--- src/rtl/rom_loader.sv ---
// rtl/rom_loader.sv - Paces the HPS ioctl download stream into SDRAM boot-port byte writes.
module rom_loader #(
    parameter int         SYS_PAGES = 8,
    parameter logic [8:0] MF2_PAGE  = 9'h1FF,
    parameter logic [8:0] BAD_PAGE  = 9'h1EE
) (
    input  logic         clk_sys,
    input  logic         reset_n,
    input  logic         ce_ref,
    input  logic         ioctl_download,
    input  logic         ioctl_wr,
    input  logic [24:0]  ioctl_addr,
    input  logic [7:0]   ioctl_dout,
    input  logic [7:0]   ioctl_index,
    input  logic [31:0]  ioctl_file_ext,
    output logic         ioctl_wait,
    output logic         boot_wr,
    output logic [22:0]  boot_a,
    output logic [1:0]   boot_bank,
    output logic [7:0]   boot_dout,
    output logic [255:0] rom_map
);

    typedef enum logic [1:0] {IDLE, ARM, WRITE} state_t;

    state_t      state;
    logic [1:0]  rst_sync;
    logic        rst_n;
    logic        dl_q;
    logic [8:0]  page;
    logic        combo;
    logic        page_skip;
    logic        dual;
    logic [8:0]  start_page;
    logic        start_combo;
    logic [4:0]  nib_hi;
    logic [4:0]  nib_lo;
    logic [10:0] slot;
    logic [8:0]  sys_page;
    logic        sys_drop;
    logic [7:0]  ext_page_lo;
    logic        unused_ext;

    assign unused_ext = ^ioctl_file_ext[31:16];

    always_ff @(posedge clk_sys or negedge reset_n) begin
        if (!reset_n) rst_sync <= 2'b00;
        else          rst_sync <= {rst_sync[0], 1'b1};
    end
    assign rst_n = rst_sync[1];

    // Returns {valid, value} for an ASCII hex digit 0-9 / A-F.
    function automatic logic [4:0] hex_nib(input logic [7:0] c);
        if (c >= 8'h30 && c <= 8'h39)      return {1'b1, c[3:0]};
        else if (c >= 8'h41 && c <= 8'h46) return {1'b1, c[3:0] + 4'd9};
        else                               return 5'd0;
    endfunction

    always_comb begin
        start_page  = BAD_PAGE;
        start_combo = 1'b0;
        nib_hi      = hex_nib(ioctl_file_ext[15:8]);
        nib_lo      = hex_nib(ioctl_file_ext[7:0]);
        if (nib_hi[4]) start_page[7:4] = nib_hi[3:0];
        if (nib_lo[4]) start_page[3:0] = nib_lo[3:0];
        if (ioctl_file_ext[15:0] == 16'h5A5A) begin
            start_page = 9'h000;
        end else if (ioctl_file_ext[15:0] == 16'h5A30) begin
            start_page  = 9'h000;
            start_combo = 1'b1;
        end
    end

    assign slot     = ioctl_addr[24:14];
    assign sys_drop = int'(slot) >= SYS_PAGES;

    always_comb begin
        case (slot[1:0])
            2'd0:    sys_page = 9'h000;
            2'd1:    sys_page = 9'h100;
            2'd2:    sys_page = 9'h107;
            default: sys_page = MF2_PAGE;
        endcase
    end

    // The MF2 half of a combo file starts at file page 1; page_skip rebases it onto MF2_PAGE.
    assign ext_page_lo = page[7:0] + ioctl_addr[21:14] - {7'd0, page_skip};

    always_ff @(posedge clk_sys or negedge rst_n) begin
        if (!rst_n) begin
            state      <= IDLE;
            dl_q       <= 1'b0;
            page       <= 9'h000;
            combo      <= 1'b0;
            page_skip  <= 1'b0;
            dual       <= 1'b0;
            ioctl_wait <= 1'b0;
            boot_wr    <= 1'b0;
            boot_a     <= '0;
            boot_bank  <= 2'd0;
            boot_dout  <= 8'd0;
            rom_map    <= '0;
        end else begin
            dl_q <= ioctl_download;
            if (ioctl_download && !dl_q && ioctl_index != 8'd0) begin
                page      <= start_page;
                combo     <= start_combo;
                page_skip <= 1'b0;
            end

            case (state)
                IDLE: begin
                    if (ioctl_download && ioctl_wr) begin
                        if (ioctl_index == 8'd0) begin
                            if (!sys_drop) begin
                                boot_dout  <= ioctl_dout;
                                boot_a     <= {sys_page, ioctl_addr[13:0]};
                                boot_bank  <= {1'b0, slot >= 11'd4};
                                dual       <= 1'b0;
                                ioctl_wait <= 1'b1;
                                state      <= ARM;
                            end
                        end else begin
                            boot_dout  <= ioctl_dout;
                            boot_a     <= {page[8], ext_page_lo, ioctl_addr[13:0]};
                            boot_bank  <= {1'b0, &ioctl_index[7:6]};
                            dual       <= (ioctl_index[7:6] == 2'b01) || (ioctl_index[5:0] != 6'd0);
                            ioctl_wait <= 1'b1;
                            state      <= ARM;
                        end
                    end
                end
                ARM: begin
                    if (ce_ref) begin
                        boot_wr <= 1'b1;
                        state   <= WRITE;
                    end
                end
                WRITE: begin
                    if (ce_ref) begin
                        boot_wr <= 1'b0;
                        if (boot_a[22]) rom_map[boot_a[21:14]] <= 1'b1;
                        if (dual && boot_bank == 2'd0) begin
                            boot_bank <= 2'd1;
                            state     <= ARM;
                        end else begin
                            ioctl_wait <= 1'b0;
                            state      <= IDLE;
                        end
                        if (combo && &boot_a[13:0]) begin
                            page      <= MF2_PAGE;
                            combo     <= 1'b0;
                            page_skip <= 1'b1;
                        end
                    end
                end
                default: state <= IDLE;
            endcase
        end
    end

endmodule

--- config.mk ---
export PLATFORM = sky130hd
export DESIGN_NAME = rom_loader
export DESIGN_NICKNAME = d
export VERILOG_FILES = /design/src/rtl/rom_loader.sv
export SDC_FILE = /design/constraint.sdc
export NUM_CORES = 1
export LEC_CHECK = 0
export ABC_AREA = 1
export BUFFER_PORTS_ARGS = -buffer_cell sky130_fd_sc_hd__buf_2
export CORE_MARGIN = 2
export CORE_UTILIZATION = 46
export DETAILED_ROUTE_END_ITERATION = 7
export GPL_TIMING_DRIVEN = 0
export PLACE_DENSITY_LB_ADDON = 0.2
export REMOVE_ABC_BUFFERS = 1
export SYNTH_ARGS = -nofsm -noshare
export SYNTH_HDL_FRONTEND = slang
export SYNTH_SLANG_ARGS = --single-unit
--- constraint.sdc ---
create_clock -name clk_sys -period 11.5 [get_ports clk_sys]
set_input_delay 0 -clock clk_sys [delete_from_list [all_inputs] [get_ports clk_sys]]
set_output_delay 0 -clock clk_sys [all_outputs]
set_load 0.005 [all_outputs]
# Word-level counts from Yosys, hierarchy flattened
# Index checks and enable logic that the tools add are counted.
word_totals:
  ff_bits: 308
  out_inout_bits: 291
  word_cells: 125
op_classes:
  n_lt_le_gt_ge: 12
  n_reduce_logical: 28
  muxes: 53
  n_bitwise: 1
  n_eq_ne: 14
  addsub: 4
ops:
  columns: ["cell", "n"]
  rows:
  - ["$or A256 B256 Y256", 1]
  - ["$mux W9", 6]
  - ["$mux W23", 2]
  - ["$eq A16 B15 Y1 const B", 2]
  - ["$pmux W9 S3", 1]
  - ["$mux W1", 21]
  - ["$mux W2", 10]
  - ["$mux W5", 4]
  - ["$ge A8 B6 Y1 const B", 2]
  - ["$ge A8 B7 Y1 const B", 2]
  - ["$le A8 B6 Y1 const B", 2]
  - ["$le A8 B7 Y1 const B", 2]
  - ["$mux W8", 2]
  - ["$reduce_and A14 Y1", 1]
  - ["$ne A2 B2 Y1 const B", 6]
  - ["$ge A11 B3 Y1 const B", 1]
  - ["$ge A11 B4 Y1 const B", 1]
  - ["$logic_and A1 B1 Y1", 10]
  - ["$reduce_and A5 Y1", 2]
  - ["$lt A8 B9 Y1 const B", 1]
  - ["$reduce_and A3 Y1", 3]
  - ["$add A4 B4 Y4 const B", 2]
  - ["$add A8 B8 Y8", 1]
  - ["$demux W1 S8", 1]
  - ["18 further kinds", 26]

# Logic depth before layout (Yosys ltp)
# Gate-level depths: netlist of run 1.
depth:
  ltp_word: 11
  depth_mapped: 12

# Least setup slack after synthesis of run 1
# No wires, ideal clock.
synth_path:
  path_type: "register to register"
  start: "register page[0]"
  end: "register boot_a[20]"
  setup_slack_ns: 9.717
  t_arrival_ns: 1.654
  path_stages_with_launch: 13
  period_less_slack_ns: 1.783
  path_cell_list: "dfrtp_1 > inv_1 > ha_1 > inv_1 > ha_1 > inv_1 > fa_1 > inv_1 > nand3_1 > nand3_1 > nand2_1 > nand3_1 > a21oi_1"
synth_via:
  elab_chain_len: 3
synth_rtl:
  columns: ["item", "line_no", "source"]
  rows:
  - ["start: declaration", "30", "logic [8:0] page;"]
  - ["start signal: assignment", "106", "page <= start_page;"]
  - ["$add A8 B8 Y8", "87", "assign ext_page_lo = page[7:0] + ioctl_addr[21:14] - {7'd0, page_skip};"]
  - ["$sub A8 B1 Y8", "87", null]
  - ["$mux W23", "114", "if (ioctl_index == 8'd0) begin"]
  - ["end signal: assignment", "117", "boot_a <= {sys_page, ioctl_addr[13:0]};"]
  - ["end signal: assignment", "125", "boot_a <= {page[8], ext_page_lo, ioctl_addr[13:0]};"]
  - ["end: declaration", "18", "output logic [22:0] boot_a,"]
# No other way between the ends.
# A chain may end at the register's enable or synchronous reset.

# Worst setup path in the final report of run 1
layout_path:
  start: "input port ioctl_file_ext[6]"
  end: "register page[5]"
layout_via:
  elab_chain_len: 7
  elab_cells_between_ends: 8
  classes_between: "eq/ne (2); mux (6)"
layout_rtl:
  columns: ["item", "line_no", "source"]
  rows:
  - ["start: declaration", "15", "input logic [31:0] ioctl_file_ext,"]
  - ["$eq A16 B15 Y1", "68", "end else if (ioctl_file_ext[15:0] == 16'h5A30) begin"]
  - ["$mux W9", "68", null]
  - ["$mux W9 (*)", "66", "if (ioctl_file_ext[15:0] == 16'h5A5A) begin"]
  - ["$mux W9 (*)", "105", "if (ioctl_download && !dl_q && ioctl_index != 8'd0) begin"]
  - ["$mux W9", "150", "if (combo && &boot_a[13:0]) begin"]
  - ["$mux W9", "140", "if (ce_ref) begin"]
  - ["$mux W9 (*)", "111", "case (state)"]
# Mark *: on every way between the ends. The rest lies on a longest branch, timed or not.

==> impl_table.tex, run 1 <==
\begin{tabular}{lr}
\hline
Metric & Value \\
\hline
\multicolumn{2}{l}{\textbf{Setup path}} \\
Kind of start point of the critical path & input port \\
Critical register-to-register path startpoint & state[0] \\
Critical Path Start & ioctl\_file\_ext[6] \\
FF-to-FF setup slack & between 9000 and 10000 ps \\
Max incr delay on CP & 560 ps \\
Endpoint of the worst register-to-register path & boot\_a[22] \\
End of the critical path & page[5] \\
CP max FO & 7 \\
Kind of critical path & input port to register \\
CP Data Required Time & around 12000 ps \\
Worst r2r path cells & 5 \\
Stages on worst setup path & 14 \\
Crit path arrival time & roughly 3100 ps \\
Cell Chain, Critical Path & dlygate4sd3\_1 > buf\_2 > inv\_1 > nor2\_1 > nand3\_1 > dlygate4sd3\_1 > nor2\_1 > nand2\_1 > dlygate4sd3\_1 > nand3\_1 > inv\_1 > nand3\_1 > dlygate4sd3\_1 > nand2\_1 \\
Library cell appearing most often on the critical path & sky130\_fd\_sc\_hd\_\_dlygate4sd3\_1 \\
Bufs and invs on worst path & 7 \\
Critical path's top delay family & buffers and inverters \\
Critical path capture point type & register \\
Cell with the biggest individual delay on the critical path & sky130\_fd\_sc\_hd\_\_dlygate4sd3\_1 \\
\multicolumn{2}{l}{\textbf{Pwr}} \\
Leakage dissipation & approximately 0.0086 uW \\
Overall Power & approximately 2800 uW \\
Power per Cell Area & roughly 180 nW/um\^{}2 \\
Switching power as a share of total power & 0.301 \\
Power spent charging and discharging nets & roughly 840 uW \\
Worst IR drop on VDD & approximately 0.15 mV \\
Clock Power Share & 0.353 \\
Internal power of the cells & just under 2000 uW \\
Sequential share of power & 0.454 \\
Fraction of power consumed by combinational cells & 0.192 \\
\multicolumn{2}{l}{\textbf{Cells and area}} \\
Number of antenna diodes & 0 \\
Commonest cells after routing, fill and taps aside & 351 x sky130\_fd\_sc\_hd\_\_buf\_2, 306 x sky130\_fd\_sc\_hd\_\_dfrtp\_1, 256 x sky130\_fd\_sc\_hd\_\_o21bai\_1 \\
Area growth, synth to finish & 31.4\% \\
Fraction of final layout cells with drive strength greater than 1 & 0.277 \\
Number of fill cells & approximately 2200 \\
Final layout net count & around 1600 \\
Leading cell type in the layout, fill and taps excluded & sky130\_fd\_sc\_hd\_\_buf\_2 \\
\multicolumn{2}{l}{\textbf{Clocking}} \\
Num CTS Buffers & 31 \\
Clock net sink count & slightly above 300 \\
Clk buf depth & 3 \\
Setup fix buffers added after clock tree synthesis & 0 \\
Clock input transition at the sequential cells of the worst setup and hold paths & $\sim$60 ps \\
Clock latency at the later pin of the worst-skew pair & about 570 ps \\
Library cell used as clock root buffer & sky130\_fd\_sc\_hd\_\_clkbuf\_16 \\
CTS Hold Buffers Added & 66 \\
Number of gates given a new drive strength after cts & 0 \\
H-Tree Level Count & 1 \\
CTS tree & yes \\
\multicolumn{2}{l}{\textbf{Global route}} \\
Total congestion overflow & 0 \\
Maximum number of pins on one net before global-route repair & 72 \\
Antenna violations before repair & 0 \\
Total global-route track usage & 0.251 \\
Wire length of the first global-routing pass & between 50000 and 60000 um \\
Via count of the first global-routing pass & 9212 \\
\multicolumn{2}{l}{\textbf{Synth}} \\
Number of warnings reported in the yosys synthesis log & 0 \\
FF+latch count, synth & $\sim$310 \\
Synthesized instance count & 1085 \\
Synth cell types & 28 \\
Mapped cell area & approximately 12000 sq um \\
Avg Cell Area, Syn & about 11 sq um \\
Part of the Yosys area used for sequential elements & 0.640 \\
\multicolumn{2}{l}{\textbf{STA}} \\
Post-layout minimum cycle time & $\sim$2700 ps \\
Actual slew at the worst max-slew pin & approximately 1200 ps \\
Final Skew & approximately 17 ps \\
Hold violation total from the final report & 0 \\
RSZ-0062 raised after global routing & no \\
Hold\_ws & 73.6 ps \\
Number of setup violations in the final report & 0 \\
Achievable clock frequency & around 370 MHz \\
Relative slew slack & 0.227 \\
Slew Viols, Final & 0 \\
Share of the cycle needed by the critical path after routing & 0.232 \\
\multicolumn{2}{l}{\textbf{Routing}} \\
WL/cell & approximately 19 um \\
Number of optimization iterations in the first detailed-route pass & 5 \\
Final routed wirelength across all metal layers & $\sim$35000 um \\
ANT nets after route & 0 \\
Number of remaining DRC errors & 0 \\
Number of vias in the routed layout & approximately 9400 \\
Via density per instance & slightly above 5 \\
First DRT Iteration DRCs & approximately 620 \\
\multicolumn{2}{l}{\textbf{Outcome}} \\
Run status & finished clean \\
\multicolumn{2}{l}{\textbf{Die}} \\
Die outline height & about 170 um \\
DIE AREA & about 27000 sq um \\
Die Wd & 166 um \\
Starting density of the core & 0.465 \\
IO Count & approximately 370 \\
Row count & slightly below 60 \\
Core region area & about 26000 sq um \\
\multicolumn{2}{l}{\textbf{Hold path}} \\
Critical hold path startpoint & ioctl\_index[4] \\
Type of the most critical hold path & input port to register \\
\multicolumn{2}{l}{\textbf{Placed design}} \\
HPWL reported at the end of detailed placement & $\sim$23000 um \\
Global placer's final weighted congestion & 0.869 \\
PortBufs & about 350 \\
\multicolumn{2}{l}{\textbf{Flow run}} \\
Max-Cap Viols & 0 \\
\hline
\end{tabular}
[power groups by stage]
| stage | logic, uW | registers (uW) | clock network [uW] |
|---|---|---|---|
| after CTS | 543 | 1270 | 1000 |
| after floorplan | 252 | 1300 | 0 |
| final | 537 | 1270 | 987 |
| after global routing | 604 | 1280 | 1050 |
| after detailed placement | 526 | 1280 | 0 |
| after global placement | 493 | 1300 | 0 |
[per-stage QoR]
stage	area, sq um	setup TNS (ps)	std cells	util	setup WS (ps)
floorplan	11800	0	1044	-	2310
global placement	14000	-274300	1730	0.542	-943
detailed placement	14100	0	1734	0.546	8870
CTS	15800	0	1854	0.611	8940
global route	15800	0	1854	0.611	8550
finish	15800	0	1854	0.611	8830
[how the worst min path moves through the flow]
stage	end	slack (ps)	cells past startpoint
3_5_place_dp	rst_sync[0]	-210	1
6_report	boot_a[22]	70	7
4_1_cts	boot_a[22]	30	7
2_1_floorplan	rst_sync[0]	-300	0
5_1_grt	boot_a[22]	110	7
3_3_place_gp	rst_sync[0]	-210	1
[registers in the layout, indices dropped and copies added (netlist names)]
| signal | count |
|---|---|
| boot_wr | 1 |
| dl_q | 1 |
| page_skip | 1 |
| rst_sync | 2 |
| combo | 1 |
| page | 9 |
| boot_a | 23 |
| dual | 1 |
| ioctl_wait | 1 |
| boot_bank | 1 |
| state | 2 |
| boot_dout | 8 |
| rom_map | 256 |
[worst reg2reg max path: stages, from the launching register on]
cell	delay (ps)
sky130_fd_sc_hd__dfrtp_1	410
sky130_fd_sc_hd__nor3_1	230
sky130_fd_sc_hd__nand2_2	360
sky130_fd_sc_hd__inv_1	990
sky130_fd_sc_hd__o211ai_1	200
sky130_fd_sc_hd__nand2_1	110
[cells in the mapped netlist (all sizes together)]
cell / number / area, sq um
nand2: 201 / 787
xor2: 2 / 17.5
clkbuf: 20 / 75.1
nor3: 4 / 31.3
a21oi: 18 / 90.1
buf: 21 / 113
conb: 2 / 7.51
fa: 1 / 20.0
nand4: 6 / 37.5
o2111ai: 1 / 8.76
o21bai: 256 / 1920
nor2: 62 / 238
inv: 103 / 387
nor3b: 1 / 7.51
dfrtp: 307 / 7680
or2: 1 / 6.26
nand3: 35 / 180
o211ai: 5 / 37.5
o21ai: 17 / 85.1
ha: 22 / 275
[layout make-up]
class	instances	area (sq um)	area share
Sequential cell	307	7690	0.487
Multi-Input combinational cell	634	3750	0.238
Timing Repair Buffer	421	2530	0.160
Clock buffer	49	933	0.0592
Tap cell	335	419	0.0266
Inverter	103	387	0.0245
Clock inverter	5	71.3	0.00452
[cells by family (layout without fill, tap and decap cells)]
group | count (synthesis) | count (layout) | share of synthesized area
xor gates and xnor gates | 2 | 2 | 0.00146
buffers and inverters | 144 | 578 | 0.0478
adders and majority gates | 23 | 23 | 0.0246
and+or+nand+nor | 310 | 310 | 0.107
other | 2 | 2 | 0.000625
DFF | 307 | 307 | 0.640
AOI/OAI and AO/OA | 297 | 297 | 0.178
[routing by layer]
layer	global-route usage	share of wire
met1	0.330	0.42
met2	0.416	0.47
met3	0.0624	0.083
met4	0.0705	0.027
met5	0	0
No activity file was read; power rests on OpenSTA's default activity.
==> run 2: changes to the inputs <==
Clock period 11.5 ns to 2.25 ns, I/O delays scaled along.
==> run 2 against run 1 <==
Clock power rose to 5.1 times the previous value. Combinational power rose to 5.2 times the previous value. Die area is the same. Worst hold slack got worse by 22 ps. Final cell count hardly changed. Sequential power grew to 5.1 times the previous value. Worst setup slack worse by 8800 ps. Largest power group unchanged.
==> impl_table.tex, run 2 (synthesis results as in run 1) <==
\begin{tabular}{lr}
\hline
Metric & Value \\
\hline
\multicolumn{2}{l}{\textbf{Routing}} \\
Top Metal Used & met4 \\
Met3 layer wire length in the routed design & 2920 um (+1.7\%) \\
First DRT Iteration DRCs & 582 (-6.7\%) \\
Number of remaining DRC errors & 0 (unchanged) \\
Detailed-route wire length on metal 1 & 14700 um (+0.75\%) \\
Number of vias in the routed layout & 9510 (+1.1\%) \\
Met2 routed wirelength & 16500 um (+1.1\%) \\
WL/cell & 18.9 um (+1.0\%) \\
ANT nets after route & 0 (unchanged) \\
Via density per instance & 5.13 (+1.1\%) \\
Final routed wirelength across all metal layers & 35100 um (+1.1\%) \\
Number of optimization iterations in the first detailed-route pass & 4 (-1) \\
\multicolumn{2}{l}{\textbf{Clocking}} \\
H-Tree Level Count & 1 (unchanged) \\
Clock net sink count & 307 (unchanged) \\
Clock latency at the later pin of the worst-skew pair & 570 ps (about the same) \\
Clock input transition at the sequential cells of the worst setup and hold paths & 60 ps (about the same) \\
Num CTS Buffers & 31 (unchanged) \\
Library cell used as clock root buffer & sky130\_fd\_sc\_hd\_\_clkbuf\_16 \\
CTS tree & yes \\
Clk buf depth & 3 (unchanged) \\
\multicolumn{2}{l}{\textbf{Placed design}} \\
Post-placement worst setup slack & -384 ps (-9250 ps) \\
Global placer's final weighted congestion & 0.869 (unchanged) \\
PortBufs & 351 (unchanged) \\
Post-placement cell count & 1734 (unchanged) \\
HPWL reported at the end of detailed placement & 23500 um (unchanged) \\
\multicolumn{2}{l}{\textbf{Pwr}} \\
Leakage dissipation & 0.00862 uW (about the same) \\
Internal power of the cells & 9980 uW (+410\%) \\
Worst IR drop on VDD & 0.774 mV (+400\%) \\
Clock Power Share & 0.353 (about the same) \\
Sequential share of power & 0.454 (about the same) \\
Power per Cell Area & 906 nW/um\^{}2 (+410\%) \\
Overall Power & 14300 uW (+410\%) \\
Fraction of power consumed by combinational cells & 0.194 (+0.002) \\
Power spent charging and discharging nets & 4330 uW (+410\%) \\
Switching power as a share of total power & 0.302 (+0.00134) \\
\multicolumn{2}{l}{\textbf{Cells and area}} \\
Final std cells w/o fill & 1855 (+0.054\%) \\
Flip-flop count of the largest register after layout & 256 (unchanged) \\
Multi-input gate area & 3760 sq um (+0.13\%) \\
Utilization of the core after routing & 0.611 (+0.000678) \\
Area growth, synth to finish & 31.5\% \\
Final layout net count & 1600 (+0.063\%) \\
Leading cell type in the layout, fill and taps excluded & sky130\_fd\_sc\_hd\_\_buf\_2 \\
Fraction of final layout cells with drive strength greater than 1 & 0.282 (+0.00442) \\
Number of fill cells & 2158 (+0.093\%) \\
Commonest cells after routing, fill and taps aside & 350 x sky130\_fd\_sc\_hd\_\_buf\_2, 306 x sky130\_fd\_sc\_hd\_\_dfrtp\_1, 256 x sky130\_fd\_sc\_hd\_\_o21bai\_1 \\
Storage element area & 7690 sq um (unchanged) \\
Number of antenna diodes & 0 (unchanged) \\
Top register by number of flip-flops & rom\_map \\
Largest registers in the final layout & rom\_map: 256 flops, boot\_a: 23 flops, page: 9 flops \\
\multicolumn{2}{l}{\textbf{Setup path}} \\
Endpoint of the worst register-to-register path & rom\_map[242] \\
Max incr delay on CP & 560 ps (about the same) \\
Critical register-to-register path startpoint & state[0] \\
Worst r2r path cells & 7 (+2) \\
Critical path capture point type & register \\
Critical path's top delay family & buffers and inverters \\
CP max FO & 5 (-2) \\
CP Data Required Time & 2680 ps (-9260 ps) \\
Bufs and invs on worst path & 5 (-2) \\
FF-to-FF setup slack & 200 ps (-8930 ps) \\
Cell Chain, Critical Path & dlygate4sd3\_1 > buf\_6 > inv\_2 > ha\_1 > nand2\_1 > o211ai\_1 > nand2\_1 > nand2\_1 > dlygate4sd3\_1 > nand3\_1 > dlygate4sd3\_1 > o211ai\_1 \\
Cell with the biggest individual delay on the critical path & sky130\_fd\_sc\_hd\_\_dlygate4sd3\_1 \\
Kind of critical path & input port to register \\
Crit path arrival time & 2620 ps (-490 ps) \\
Kind of start point of the critical path & input port \\
\multicolumn{2}{l}{\textbf{Hold path}} \\
Critical hold path startpoint & ioctl\_file\_ext[12] \\
Type of the most critical hold path & input port to register \\
Endpoint of the worst hold-timing path & page[6] \\
Cell depth of the worst hold path & 8 (+1) \\
\multicolumn{2}{l}{\textbf{STA}} \\
Min setup slack post-route & 55.2 ps (-8770 ps) \\
Share of the cycle needed by the critical path after routing & 0.975 \\
Actual slew at the worst max-slew pin & 1040 ps (-114 ps) \\
Final Skew & 19.5 ps (+2.06 ps) \\
Relative slew slack & 0.302 (+0.0749) \\
Achievable clock frequency & between 400 and 500 MHz \\
Post-layout minimum cycle time & between 2000 and 2500 ps \\
Number of setup violations in the final report & 0 (unchanged) \\
Slew Viols, Final & 0 (unchanged) \\
Hold violation total from the final report & 0 (unchanged) \\
\multicolumn{2}{l}{\textbf{Die}} \\
Row count & 59 (unchanged) \\
Starting density of the core & 0.465 (unchanged) \\
Die outline height & 166 um (unchanged) \\
Die Wd & 166 um (unchanged) \\
IO Count & 369 (unchanged) \\
DIE AREA & 27400 sq um (unchanged) \\
Core region area & 25800 sq um (unchanged) \\
\multicolumn{2}{l}{\textbf{Global route}} \\
Total congestion overflow & 0 (unchanged) \\
Wire length of the first global-routing pass & 52600 um (-0.35\%) \\
Via count of the first global-routing pass & 9198 (-0.15\%) \\
Antenna violations before repair & 0 (unchanged) \\
Maximum number of pins on one net before global-route repair & 72 (unchanged) \\
Total global-route track usage & 0.251 (about the same) \\
\multicolumn{2}{l}{\textbf{Flow run}} \\
Max-Cap Viols & 0 (unchanged) \\
\multicolumn{2}{l}{\textbf{Outcome}} \\
Run status & finished clean \\
\hline
\end{tabular}
## run 2: cell count changes in the layout (fill, tap and decap cells not counted), sizes merged
cell,delta
clkinvlp,+2
dlygate4sd3,-2
buf,+2
inv,-1
## run 2: area by class of cell
cell class	count	area share
Clock buffer	49	0.0591
Clock inverter	5	0.00452
Inverter	103	0.0247
Multi-Input combinational cell	634	0.238
Sequential cell	307	0.487
Tap cell	335	0.0265
Timing Repair Buffer	421	0.160
Timing Repair inverter	1	0.000475
## run 2: worst min-delay path: stages
cell and delay, ps:
sky130_fd_sc_hd__buf_2 120, sky130_fd_sc_hd__nand2_1 60, sky130_fd_sc_hd__nor3_1 70, sky130_fd_sc_hd__nand2_1 90
sky130_fd_sc_hd__nand2_1 70, sky130_fd_sc_hd__nand3_1 70, sky130_fd_sc_hd__nand2_1 50, sky130_fd_sc_hd__nand2_1 50
## run 2: what timing repair did
action,in CTS,in global routing
cloned,0,1
hold buffers,64,0
gates resized for setup,1,6
endpoints found under the setup margin,31,39
pin swaps,0,2
setup buffers,0,2
endpoints found under the hold margin,50,0
## run 2: layer usage
| layer | GRT usage | vias up |
|---|---|---|
| li1 | - | 4410 |
| met5 | 0 | - |
| met2 | 0.416 | 356 |
| met1 | 0.328 | 4678 |
| met3 | 0.0627 | 66 |
| met4 | 0.0729 | 0 |
## run 2: worst max path at each step
| stage | cells after the start | endpoint | from | slack (ps) |
|---|---|---|---|---|
| CTS | 7 | rom_map[3] | state[0] | 90 |
| finish | 12 | page[4] | ioctl_file_ext[8] | 60 |
| detailed placement | 9 | boot_a[14] | ioctl_index[2] | -380 |
| global route | 12 | page[4] | ioctl_file_ext[8] | -10 |
| floorplan | 0 | boot_a[0] | rst_sync[1] | -6940 |
| global placement | 0 | rom_map[107] | rst_sync[1] | -10190 |
## run 2: power groups by stage
stage          clock network [uW]  logic (uW)  registers (uW)
2_1_floorplan                   0        1290            6630
3_3_place_gp                    0        2520            6650
3_5_place_dp                    0        2690            6560
4_1_cts                      5130        2780            6480
5_1_grt                      5380        3100            6560
6_report                     5050        2770            6490
## run 2: through the flow
stage                     TNS (ps)  instance area (sq um)  hold WS [ps]
after CTS                        0                  15800          8.94
final                            0                  15800          51.9
after detailed placement     -9620                  14100          -213
after global placement    -3102330                  14000          -212
after floorplan           -2116550                  11800          -296
after global routing         -10.9                  15800           108
==> run 3: changes to the inputs <==
Settings changed: REMOVE_ABC_BUFFERS 1 to default.
==> run 3 against run 2 <==
Flip-flop and latch count stayed put. First-iteration DRC count is 7.9% higher. Critical path depth is 4 lower. Via count is 0.48% higher. Worst setup slack better by 140 ps. Critical path type is now register to register. Critical endpoint is now boot_dout[7].
==> impl_table.tex, run 3 (synthesis results as in run 1) <==
\begin{tabular}{lr}
\hline
Metric & Value \\
\hline
\multicolumn{2}{l}{\textbf{Routing}} \\
Number of remaining DRC errors & 0 (unchanged) \\
WL/cell & 18.2 um (-3.7\%) \\
ANT nets after route & 0 (unchanged) \\
Via density per instance & 5.04 (-1.7\%) \\
Number of optimization iterations in the first detailed-route pass & 5 (+1) \\
First DRT Iteration DRCs & 628 (+7.9\%) \\
Number of vias in the routed layout & 9556 (+0.48\%) \\
Final routed wirelength across all metal layers & 34500 um (-1.6\%) \\
\multicolumn{2}{l}{\textbf{Clocking}} \\
H-Tree Level Count & 1 (unchanged) \\
Library cell used as clock root buffer & sky130\_fd\_sc\_hd\_\_clkbuf\_16 \\
Num CTS Buffers & 31 (unchanged) \\
Clock input transition at the sequential cells of the worst setup and hold paths & 60 ps (about the same) \\
Setup fix buffers added after clock tree synthesis & 0 (unchanged) \\
CTS tree & yes \\
Clock latency at the later pin of the worst-skew pair & 570 ps (about the same) \\
Clk buf depth & 3 (unchanged) \\
Clock net sink count & 307 (unchanged) \\
\multicolumn{2}{l}{\textbf{STA}} \\
Final Skew & 10.8 ps (-8.73 ps) \\
Actual slew at the worst max-slew pin & 722 ps (-323 ps) \\
RSZ-0062 raised after global routing & no \\
Relative slew slack & 0.519 (+0.217) \\
Min setup slack post-route & 196 ps (+141 ps) \\
Number of setup violations in the final report & 0 (unchanged) \\
Share of the cycle needed by the critical path after routing & 0.913 (-0.0626) \\
Hold\_ws & 17.6 ps (-34.4 ps) \\
Achievable clock frequency & 487 MHz (+6.9\%) \\
Hold violation total from the final report & 0 (unchanged) \\
Slew Viols, Final & 0 (unchanged) \\
Post-layout minimum cycle time & 2050 ps (-141 ps) \\
\multicolumn{2}{l}{\textbf{Cells and area}} \\
Flip-flop count of the largest register after layout & 256 (unchanged) \\
Area of all placed cells without fillers & 16000 sq um (+1.1\%) \\
Commonest cells after routing, fill and taps aside & 366 x sky130\_fd\_sc\_hd\_\_buf\_2, 306 x sky130\_fd\_sc\_hd\_\_dfrtp\_1, 256 x sky130\_fd\_sc\_hd\_\_o21bai\_1 \\
Largest registers in the final layout & rom\_map: 256 flops, boot\_a: 23 flops, page: 9 flops \\
Number of antenna diodes & 0 (unchanged) \\
Leading cell type in the layout, fill and taps excluded & sky130\_fd\_sc\_hd\_\_buf\_2 \\
Final layout net count & 1638 (+2.4\%) \\
Fraction of final layout cells with drive strength greater than 1 & 0.286 (+0.00414) \\
Utilization of the core after routing & 0.618 (+0.00678) \\
Final std cells w/o fill & 1896 (+2.2\%) \\
Top register by number of flip-flops & rom\_map \\
Area growth, synth to finish & 33.0\% \\
Number of fill cells & 2112 (-2.1\%) \\
\multicolumn{2}{l}{\textbf{Placed design}} \\
Global placer's final weighted congestion & 0.860 (-1.0\%) \\
Post-placement cell count & 1775 (+2.4\%) \\
HPWL reported at the end of detailed placement & 24800 um (+5.8\%) \\
Placed Area & 14300 sq um (+1.3\%) \\
PortBufs & 351 (unchanged) \\
Post-placement worst setup slack & 283 ps (+667 ps) \\
\multicolumn{2}{l}{\textbf{Pwr}} \\
Power per Cell Area & 900 nW/um\^{}2 (-0.65\%) \\
Worst IR drop on VDD & 0.740 mV (-4.5\%) \\
Leakage dissipation & 0.00873 uW (+1.2\%) \\
\multicolumn{2}{l}{\textbf{Setup path}} \\
CP max FO & 10 (+5) \\
Crit path arrival time & 2550 ps (-70 ps) \\
Critical path capture point type & register \\
CP Data Required Time & 2750 ps (+70 ps) \\
Kind of critical path & register to register \\
Kind of start point of the critical path & register \\
\multicolumn{2}{l}{\textbf{Die}} \\
Starting density of the core & 0.465 (unchanged) \\
IO Count & 369 (unchanged) \\
Die Wd & 166 um (unchanged) \\
Die outline height & 166 um (unchanged) \\
Row count & 59 (unchanged) \\
DIE AREA & 27400 sq um (unchanged) \\
Core region area & 25800 sq um (unchanged) \\
\multicolumn{2}{l}{\textbf{Synth}} \\
Synth Net Count & approximately 1200 \\
\multicolumn{2}{l}{\textbf{Global route}} \\
Via count of the first global-routing pass & 9684 (+5.3\%) \\
Antenna violations before repair & 0 (unchanged) \\
Wire length of the first global-routing pass & 53700 um (+2.1\%) \\
Total global-route track usage & 0.252 (+0.000883) \\
Total congestion overflow & 0 (unchanged) \\
Maximum number of pins on one net before global-route repair & 70 (-2.8\%) \\
\multicolumn{2}{l}{\textbf{Flow run}} \\
Max-Cap Viols & 0 (unchanged) \\
\multicolumn{2}{l}{\textbf{Outcome}} \\
Run status & finished clean \\
\multicolumn{2}{l}{\textbf{Hold path}} \\
Type of the most critical hold path & input port to register \\
\hline
\end{tabular}
run 3: changes by cell type in the layout (fill, tap and decap cells not counted), sizes merged, moves of 2 or more:
cell      change
clkbuf       +18
clkinv        +6
clkinvlp      -2
buf          +17
run 3: area by class of cell:
| class | instances | area [sq um] | share of cell area |
|---|---|---|---|
| Clock inverter | 12 | 128 | 0.00799 |
| Clock buffer | 45 | 888 | 0.0556 |
| Multi-Input combinational cell | 634 | 3750 | 0.235 |
| Timing Repair Buffer | 419 | 2520 | 0.158 |
| Sequential cell | 307 | 7690 | 0.481 |
| Inverter | 103 | 387 | 0.0242 |
| Buffer | 41 | 193 | 0.0121 |
| Tap cell | 335 | 419 | 0.0262 |
run 3: repair_timing:
action | 4_1_cts | 5_1_grt
hold buffers | 64 | 0
setup endpoints to repair | 0 | 4
gates resized for setup | 0 | 6
endpoints found under the hold margin | 50 | 0
run 3: routing by layer:
metal  global-route usage  up-vias  part of all wire
li1                     -     4468                 -
met1                0.339     4709              0.43
met2                0.418      320              0.47
met3               0.0529       59             0.069
met4               0.0631        0             0.029
met5                    0        -                 0
run 3: report_power, final:
group / internal (uW) / switching, uW / leakage [uW]
sequential: 6070 / 432 / 0.00419
clock: 2970 / 2160 / 0.000504
combinational: 1030 / 1720 / 0.00403
run 3: path summary, 6_finish.rpt:
| check | from | to | slack (ps) | cells past startpoint |
|---|---|---|---|---|
| max in group asynchronous | rst_sync[1] | rom_map[144] | 390 | 3 |
| hold reg to reg | rst_sync[0] | rst_sync[1] | 360 | 0 |
| hold / removal | ioctl_addr[21] | boot_a[21] | 20 | 8 |
| setup reg to reg | state[0] | boot_dout[7] | 200 | 8 |
| setup / recovery | state[0] | boot_dout[7] | 200 | 8 |
| min in group asynchronous | reset_n | rst_sync[1] | 300 | 3 |
run 3: critical path: stages (launching register included):
cell and delay, ps:
sky130_fd_sc_hd__dfrtp_1 400, sky130_fd_sc_hd__nor3_1 230, sky130_fd_sc_hd__nand2_2 170, sky130_fd_sc_hd__inv_1 100
sky130_fd_sc_hd__clkbuf_4 210, sky130_fd_sc_hd__clkbuf_4 220, sky130_fd_sc_hd__nand2_1 60, sky130_fd_sc_hd__nand2_1 50
sky130_fd_sc_hd__dlygate4sd3_1 540
run 3: stage by stage:
| step | total power, uW | TNS, ps |
|---|---|---|
| after detailed placement | 9200 | 0 |
| after floorplan | 7960 | -244510 |
| after global routing | 15100 | 0 |
| after global placement | 9120 | -563870 |
| final | 14400 | 0 |
| after CTS | 14400 | 0 |
